**src/rtl/multi_debouncer_pkg.sv**
```systemverilog
// Shared timing defaults and counter sizing helper for the push-button conditioner.
package mdb_pkg;

    localparam int unsigned CLK_HZ           = 100_000_000;
    localparam int unsigned DEBOUNCE_CYC_DEF = CLK_HZ / 100;  // 10 ms
    localparam int unsigned HOLD_CYC_DEF     = CLK_HZ / 2;    // 0.5 s
    localparam int unsigned REPEAT_CYC_DEF   = CLK_HZ / 10;   // 100 ms

    // Bits needed for a counter that runs 0 .. cycles-1 without wrapping.
    function automatic int unsigned cnt_width(input int unsigned cycles);
        return (cycles <= 2) ? 1 : $clog2(cycles);
    endfunction

endpackage

```
**src/rtl/multi_debouncer_channel.sv**
```systemverilog
// Single-button path: synchroniser, symmetric debounce, press/release pulses
// and optional long-press auto-repeat.
module debounce_channel
    import mdb_pkg::*;
#(
    parameter int unsigned DEBOUNCE_CYC = DEBOUNCE_CYC_DEF,
    parameter int unsigned HOLD_CYC     = HOLD_CYC_DEF,
    parameter int unsigned REPEAT_CYC   = REPEAT_CYC_DEF,
    parameter bit          REPEAT_EN    = 1'b1
) (
    input  logic clk,
    input  logic rst,
    input  logic btn_in,
    output logic clean_o,
    output logic press_o,
    output logic release_o,
    output logic repeat_o
);

    localparam int unsigned DW   = cnt_width(DEBOUNCE_CYC);
    localparam int unsigned HMAX = (HOLD_CYC > REPEAT_CYC) ? HOLD_CYC : REPEAT_CYC;
    localparam int unsigned HW   = cnt_width(HMAX);

    localparam logic [DW-1:0] DB_LAST   = DW'(DEBOUNCE_CYC - 1);
    localparam logic [HW-1:0] HOLD_LAST = HW'(HOLD_CYC - 1);
    localparam logic [HW-1:0] REP_LAST  = HW'(REPEAT_CYC - 1);

    logic          r_sync0;
    logic          r_sync1;
    logic [DW-1:0] r_db_cnt;
    logic          r_clean;
    logic          r_press;
    logic          r_release;
    logic          r_repeat;
    logic [HW-1:0] r_hold_cnt;
    logic          r_rep_phase;   // 0: waiting for long-press, 1: in repeat cadence

    logic          w_db_done;
    logic          w_rise;
    logic          w_fall;
    logic [HW-1:0] w_hold_target;
    logic          w_rep_due;

    // An accepted level change happens when the differing level has lasted the full window.
    assign w_db_done     = (r_sync1 != r_clean) && (r_db_cnt == DB_LAST);
    assign w_rise        = w_db_done && !r_clean;
    assign w_fall        = w_db_done &&  r_clean;
    assign w_hold_target = r_rep_phase ? REP_LAST : HOLD_LAST;
    assign w_rep_due     = r_clean && (r_hold_cnt == w_hold_target);

    // Two-flop synchroniser; only r_sync1 is used downstream.
    always_ff @(posedge clk or posedge rst) begin
        if (rst) begin
            r_sync0 <= 1'b0;
            r_sync1 <= 1'b0;
        end else begin
            r_sync0 <= btn_in;
            r_sync1 <= r_sync0;
        end
    end

    // Debounce counter: any cycle matching the clean level restarts the window.
    always_ff @(posedge clk or posedge rst) begin
        if (rst) begin
            r_db_cnt <= '0;
            r_clean  <= 1'b0;
        end else if (r_sync1 == r_clean) begin
            r_db_cnt <= '0;
        end else if (r_db_cnt == DB_LAST) begin
            r_clean  <= r_sync1;
            r_db_cnt <= '0;
        end else begin
            r_db_cnt <= r_db_cnt + DW'(1);
        end
    end

    // Press/release pulses land on the same edge as the clean level change.
    always_ff @(posedge clk or posedge rst) begin
        if (rst) begin
            r_press   <= 1'b0;
            r_release <= 1'b0;
        end else begin
            r_press   <= w_rise;
            r_release <= w_fall;
        end
    end

    // Hold timer: first pulse after HOLD_CYC, then every REPEAT_CYC; a release edge suppresses a due pulse.
    always_ff @(posedge clk or posedge rst) begin
        if (rst) begin
            r_hold_cnt  <= '0;
            r_rep_phase <= 1'b0;
            r_repeat    <= 1'b0;
        end else if (!r_clean || w_fall) begin
            r_hold_cnt  <= '0;
            r_rep_phase <= 1'b0;
            r_repeat    <= 1'b0;
        end else if (w_rep_due) begin
            r_hold_cnt  <= '0;
            r_rep_phase <= 1'b1;
            r_repeat    <= REPEAT_EN;
        end else begin
            r_hold_cnt  <= r_hold_cnt + HW'(1);
            r_repeat    <= 1'b0;
        end
    end

    assign clean_o   = r_clean;
    assign press_o   = r_press;
    assign release_o = r_release;
    assign repeat_o  = r_repeat;

endmodule

```
**src/rtl/multi_debouncer.sv**
```systemverilog
// N independent button channels feeding clean level and event pulses to the vending FSM.
module multi_debouncer
    import mdb_pkg::*;
#(
    parameter int unsigned N_CH         = 5,
    parameter int unsigned DEBOUNCE_CYC = DEBOUNCE_CYC_DEF,
    parameter int unsigned HOLD_CYC     = HOLD_CYC_DEF,
    parameter int unsigned REPEAT_CYC   = REPEAT_CYC_DEF,
    parameter bit          REPEAT_EN    = 1'b1
) (
    input  logic            clk,
    input  logic            rst,
    input  logic [N_CH-1:0] btn_in,
    output logic [N_CH-1:0] clean_o,
    output logic [N_CH-1:0] press_o,
    output logic [N_CH-1:0] release_o,
    output logic [N_CH-1:0] repeat_o
);

    for (genvar g = 0; g < N_CH; g++) begin : g_ch
        debounce_channel #(
            .DEBOUNCE_CYC (DEBOUNCE_CYC),
            .HOLD_CYC     (HOLD_CYC),
            .REPEAT_CYC   (REPEAT_CYC),
            .REPEAT_EN    (REPEAT_EN)
        ) u_ch (
            .clk       (clk),
            .rst       (rst),
            .btn_in    (btn_in[g]),
            .clean_o   (clean_o[g]),
            .press_o   (press_o[g]),
            .release_o (release_o[g]),
            .repeat_o  (repeat_o[g])
        );
    end

endmodule
```
**config.mk**
```make
export PLATFORM = sky130hd
export DESIGN_NAME = multi_debouncer
export DESIGN_NICKNAME = d
export VERILOG_FILES = /design/src/rtl/multi_debouncer_pkg.sv /design/src/rtl/multi_debouncer_channel.sv /design/src/rtl/multi_debouncer.sv
export SDC_FILE = /design/constraint.sdc
export NUM_CORES = 1
export LEC_CHECK = 0
export CAP_MARGIN = 20
export CORE_MARGIN = 2
export CORE_UTILIZATION = 60
export DETAILED_ROUTE_END_ITERATION = 8
export PLACE_DENSITY_LB_ADDON = 0.15
export SLEW_MARGIN = 25
export SYNTH_ARGS = -nofsm -noshare
export SYNTH_HDL_FRONTEND = slang
export SYNTH_HIERARCHICAL = 1
export SYNTH_SLANG_ARGS = --single-unit
```
**constraint.sdc**
```tcl
create_clock -name clk -period 6.6 [get_ports clk]
set_clock_uncertainty 0.1 [all_clocks]
set_input_delay 0.99 -clock clk [delete_from_list [all_inputs] [get_ports clk]]
set_output_delay 0.99 -clock clk [all_outputs]
set_load 0.01 [all_outputs]
```
==> impl_results.md <==
- Slew HR: roughly 43%
- Vias: 9855
- Fin crit share: 42.0%
- Final Wtd Congestion: slightly below 0.8
- Hold Slack: about 0.25 ns
- P&R area growth vs syn: 9.85%
- Clock-pin slew reported for the worst setup and hold paths after clock tree synthesis: around 0.06 ns
- Worst-path cell chain: clkdlybuf4s50_1
- Hpwl dp: roughly 16 mm
- Deepest clock path buffer count: 3
- Slowest-stage cell, CP: clkdlybuf4s50_1
- Die area: roughly 24000 sq um
- Max cap viols: 0
- Inserted Clock Buffers: 29
- CTS resizes: 0
- Power Dens Cells: about 220 nW/um^2
- Clock Sinks: between 200 and 300
- Avg WL per Cell: ~16 microns
- HP Class: register to register
- Layout cells sized above 1: 11.8%
- Worst-skew pair later-pin latency: ~0.53 ns
- Hold buffers post-CTS: 0
- Final WL: between 20 and 30 mm
- Setup violators final: 0
- Input/output buffers: 26
- Post-route ant nets: 0
- Final min period: approximately 2.8 ns
- Global route overflow: 0
- Max Fanout on Critical Path: 7
- Area of the core: approximately 22000 sq um
- Fillcell total: roughly 1800
- Outcome: complete, no violations
- Post-synth top area cell: dfrtp_1
- Worst path bufs/invs: 1
- Crit start category: register
- Setup tns final: 0 ns
- # DRC: 0
- Vias in the first global route: around 9600
- Initial Util: about three fifths
- Max Clk Rate: 361 MHz
- Most used DFF post-synth: dfrtp_1
- Area of the multi-input gates: approximately 6600 sq um
- Initial antenna violation count: 0
- CP peak stage delay: 0.61 ns
- Antenna cells: 0
- Row count: 55
- Fin nets: 1334
- Post-synth EDFFs: 0
- Pins over their slew limit: 0
- RSZ-0062 raised after global routing: no
- Post-Syn Area: 13600 sq um
- Crit end category: primary output
- Clk root buf: clkbuf_16
- Die H: roughly 150 microns
- Part of the Yosys area used for sequential elements: between 40% and 50%
- H-tree levels: 1
- Hold Violations, Final: 0
- CP Class: register to primary output
- Top cell type's share of synthesized area: about half
- Vias per inst: 6.07
- Initial DRC Count: 540
- Delay-heaviest family, CP: buffers and inverters
- Syn_nets: approximately 1300
- Pre-antenna DRT Iters: 5
- Synth Area per Inst: 10.5 sq um
- Yosys reg bits: between 200 and 300
- Peak supply drop: around 0.18 mV
- Area contributors post-synth: dfrtp_1, xor2_1, xnor2_1
- First-pass GRT wire length: ~45 mm
- Largest net degree at the start of global routing: 54
- Dpl cells: between 1500 and 2000
- Yosys cell types: 47
- Post-route insts no fill: 1624
- Number of setup buffers added after CTS: 0
- Least-Margin Pin Slew: between 0.8 and 0.9 ns
- Leak pwr: approximately 5.6 nW
- CP Data Arrival Time: between 1.5 and 2 ns
- Storage cell area: between 6000 and 7000 sq um
- Yosys synthesis warning count: 6
- GRT Util Overall: a little over a fifth
- Syn Inst Count: 1302
- Die X: ~150 microns
- IO Count: 27
- Ys async rst share: between 90% and 100%
- Req. time, crit path: around 5.5 ns
- TritonCTS clock tree: built
==> cell usage after synthesis (2+ instances only) <==
library cell	number
a2111oi_4	4
a21oi_1	39
xor2_1	75
o31ai_4	5
nor3_1	44
a211oi_1	51
nor2_1	67
o21ba_2	5
or4_1	38
nand2_1	74
nand3_1	85
dfrtp_1	265
xnor2_1	50
o21ai_2	5
mux2_2	5
buf_6	10
and2_1	16
nand4b_1	9
nand4_1	49
ha_1	10
nand4_4	4
and4_1	26
nand4b_2	4
or3_1	67
or2_2	5
nor3_2	40
nor2b_1	5
or4_4	10
buf_4	5
buf_2	20
and3_1	20
nor4_1	12
o31ai_1	23
clkbuf_1	17
nor3b_1	15
o21ai_0	67
nand3_2	2
or4b_2	4
inv_1	24
or3_2	2
nand2b_1	4
nor4b_1	11
nand3b_1	5
==> cell type report <==
cell class              instances  area share, %
well taps                     285           2.38
clock inverters                10          0.611
multi-input cells             960           44.0
clock buffers                  43           5.67
flip-flops and latches        265           44.3
repair buffers                 37           2.37
inverters                      24          0.669
==> worst paths after layout <==
path                                             from                           to  slack [ns]  depth (start not counted)
setup / recovery                 g_ch[2].u_ch/clean_o                   clean_o[2]        3.83                          1
hold / removal                   g_ch[0].u_ch/r_sync0         g_ch[0].u_ch/r_sync1        0.25                          0
setup reg to reg           g_ch[3].u_ch/r_hold_cnt[0]   g_ch[3].u_ch/r_hold_cnt[3]        3.85                          6
hold reg to reg                  g_ch[0].u_ch/r_sync0         g_ch[0].u_ch/r_sync1        0.25                          0
max in group asynchronous                         rst     g_ch[3].u_ch/r_rep_phase        4.69                          2
min in group asynchronous                         rst  g_ch[1].u_ch/r_hold_cnt[13]        1.25                          2
==> where the power goes <==
part           leakage [nW]  total [mW]  switching, mW  internal, mW
logic                  1.43      0.0614         0.0482        0.0132
registers              3.67        1.65         0.0135          1.64
clock network         0.459        1.57          0.640         0.928
==> placed cells by master, fill, tap and decap left out, types with 15 or more instances in the layout <==
master	synthesis	layout
dfrtp_1	265	265
nand3_1	85	85
xor2_1	75	75
nand2_1	74	74
o21ai_0	67	67
or3_1	67	67
nor2_1	67	67
a211oi_1	51	51
xnor2_1	50	50
nand4_1	49	49
nor3_1	44	44
nor3_2	40	40
a21oi_1	39	39
or4_1	38	38
clkbuf_16	0	29
and4_1	26	26
clkdlybuf4s50_1	0	26
o31ai_1	23	23
and3_1	20	20
inv_1	24	19
and2_1	16	16
nor3b_1	15	15
==> flip-flops by register name, indices dropped and copies added (netlist names) <==
signal,flops
g_ch.u_ch/r_hold_cnt,130
g_ch.u_ch/r_rep_phase,5
g_ch.u_ch/r_sync1,5
g_ch.u_ch/clean_o,5
g_ch.u_ch/press_o,5
g_ch.u_ch/r_sync0,5
g_ch.u_ch/repeat_o,5
g_ch.u_ch/release_o,5
g_ch.u_ch/r_db_cnt,100
==> through the flow <==
stage          total power, mW  util [%]  cell area (sq um)  setup slack (ns)
3_3_place_gp              1.74      62.3              14000              3.77
5_1_grt                   3.40      66.7              15000              3.70
3_5_place_dp              1.74      62.5              14000              3.85
2_1_floorplan             1.72         -              13600              4.22
4_1_cts                   3.32      66.7              15000              3.81
6_report                  3.28      66.7              15000              3.83
==> per-layer routing <==
layer | global-route usage (%) | vias to the layer above | part of all wire [%] | wire length [microns]
met2 | 36.3 | 101 | 48 | 12100
li1 | - | 4877 | - | -
met1 | 31.3 | 4847 | 48 | 12300
met4 | 4.19 | 0 | 1.4 | 348
met3 | 2.91 | 30 | 2.6 | 649
met5 | 0 | - | 0 | 0
==> cells by family after synthesis <==
family                     after synthesis  synth area share (%)
and+or+nand+nor                        620                  28.5
DFF                                    265                  48.7
AOI/OAI and AO/OA                      200                  10.4
xor gates and xnor gates               125                  8.04
buffers and inverters                   77                  3.01
adders and majority gates               10                 0.919
muxes                                    5                 0.414
Note: power is estimated with default switching activity, not from simulation.
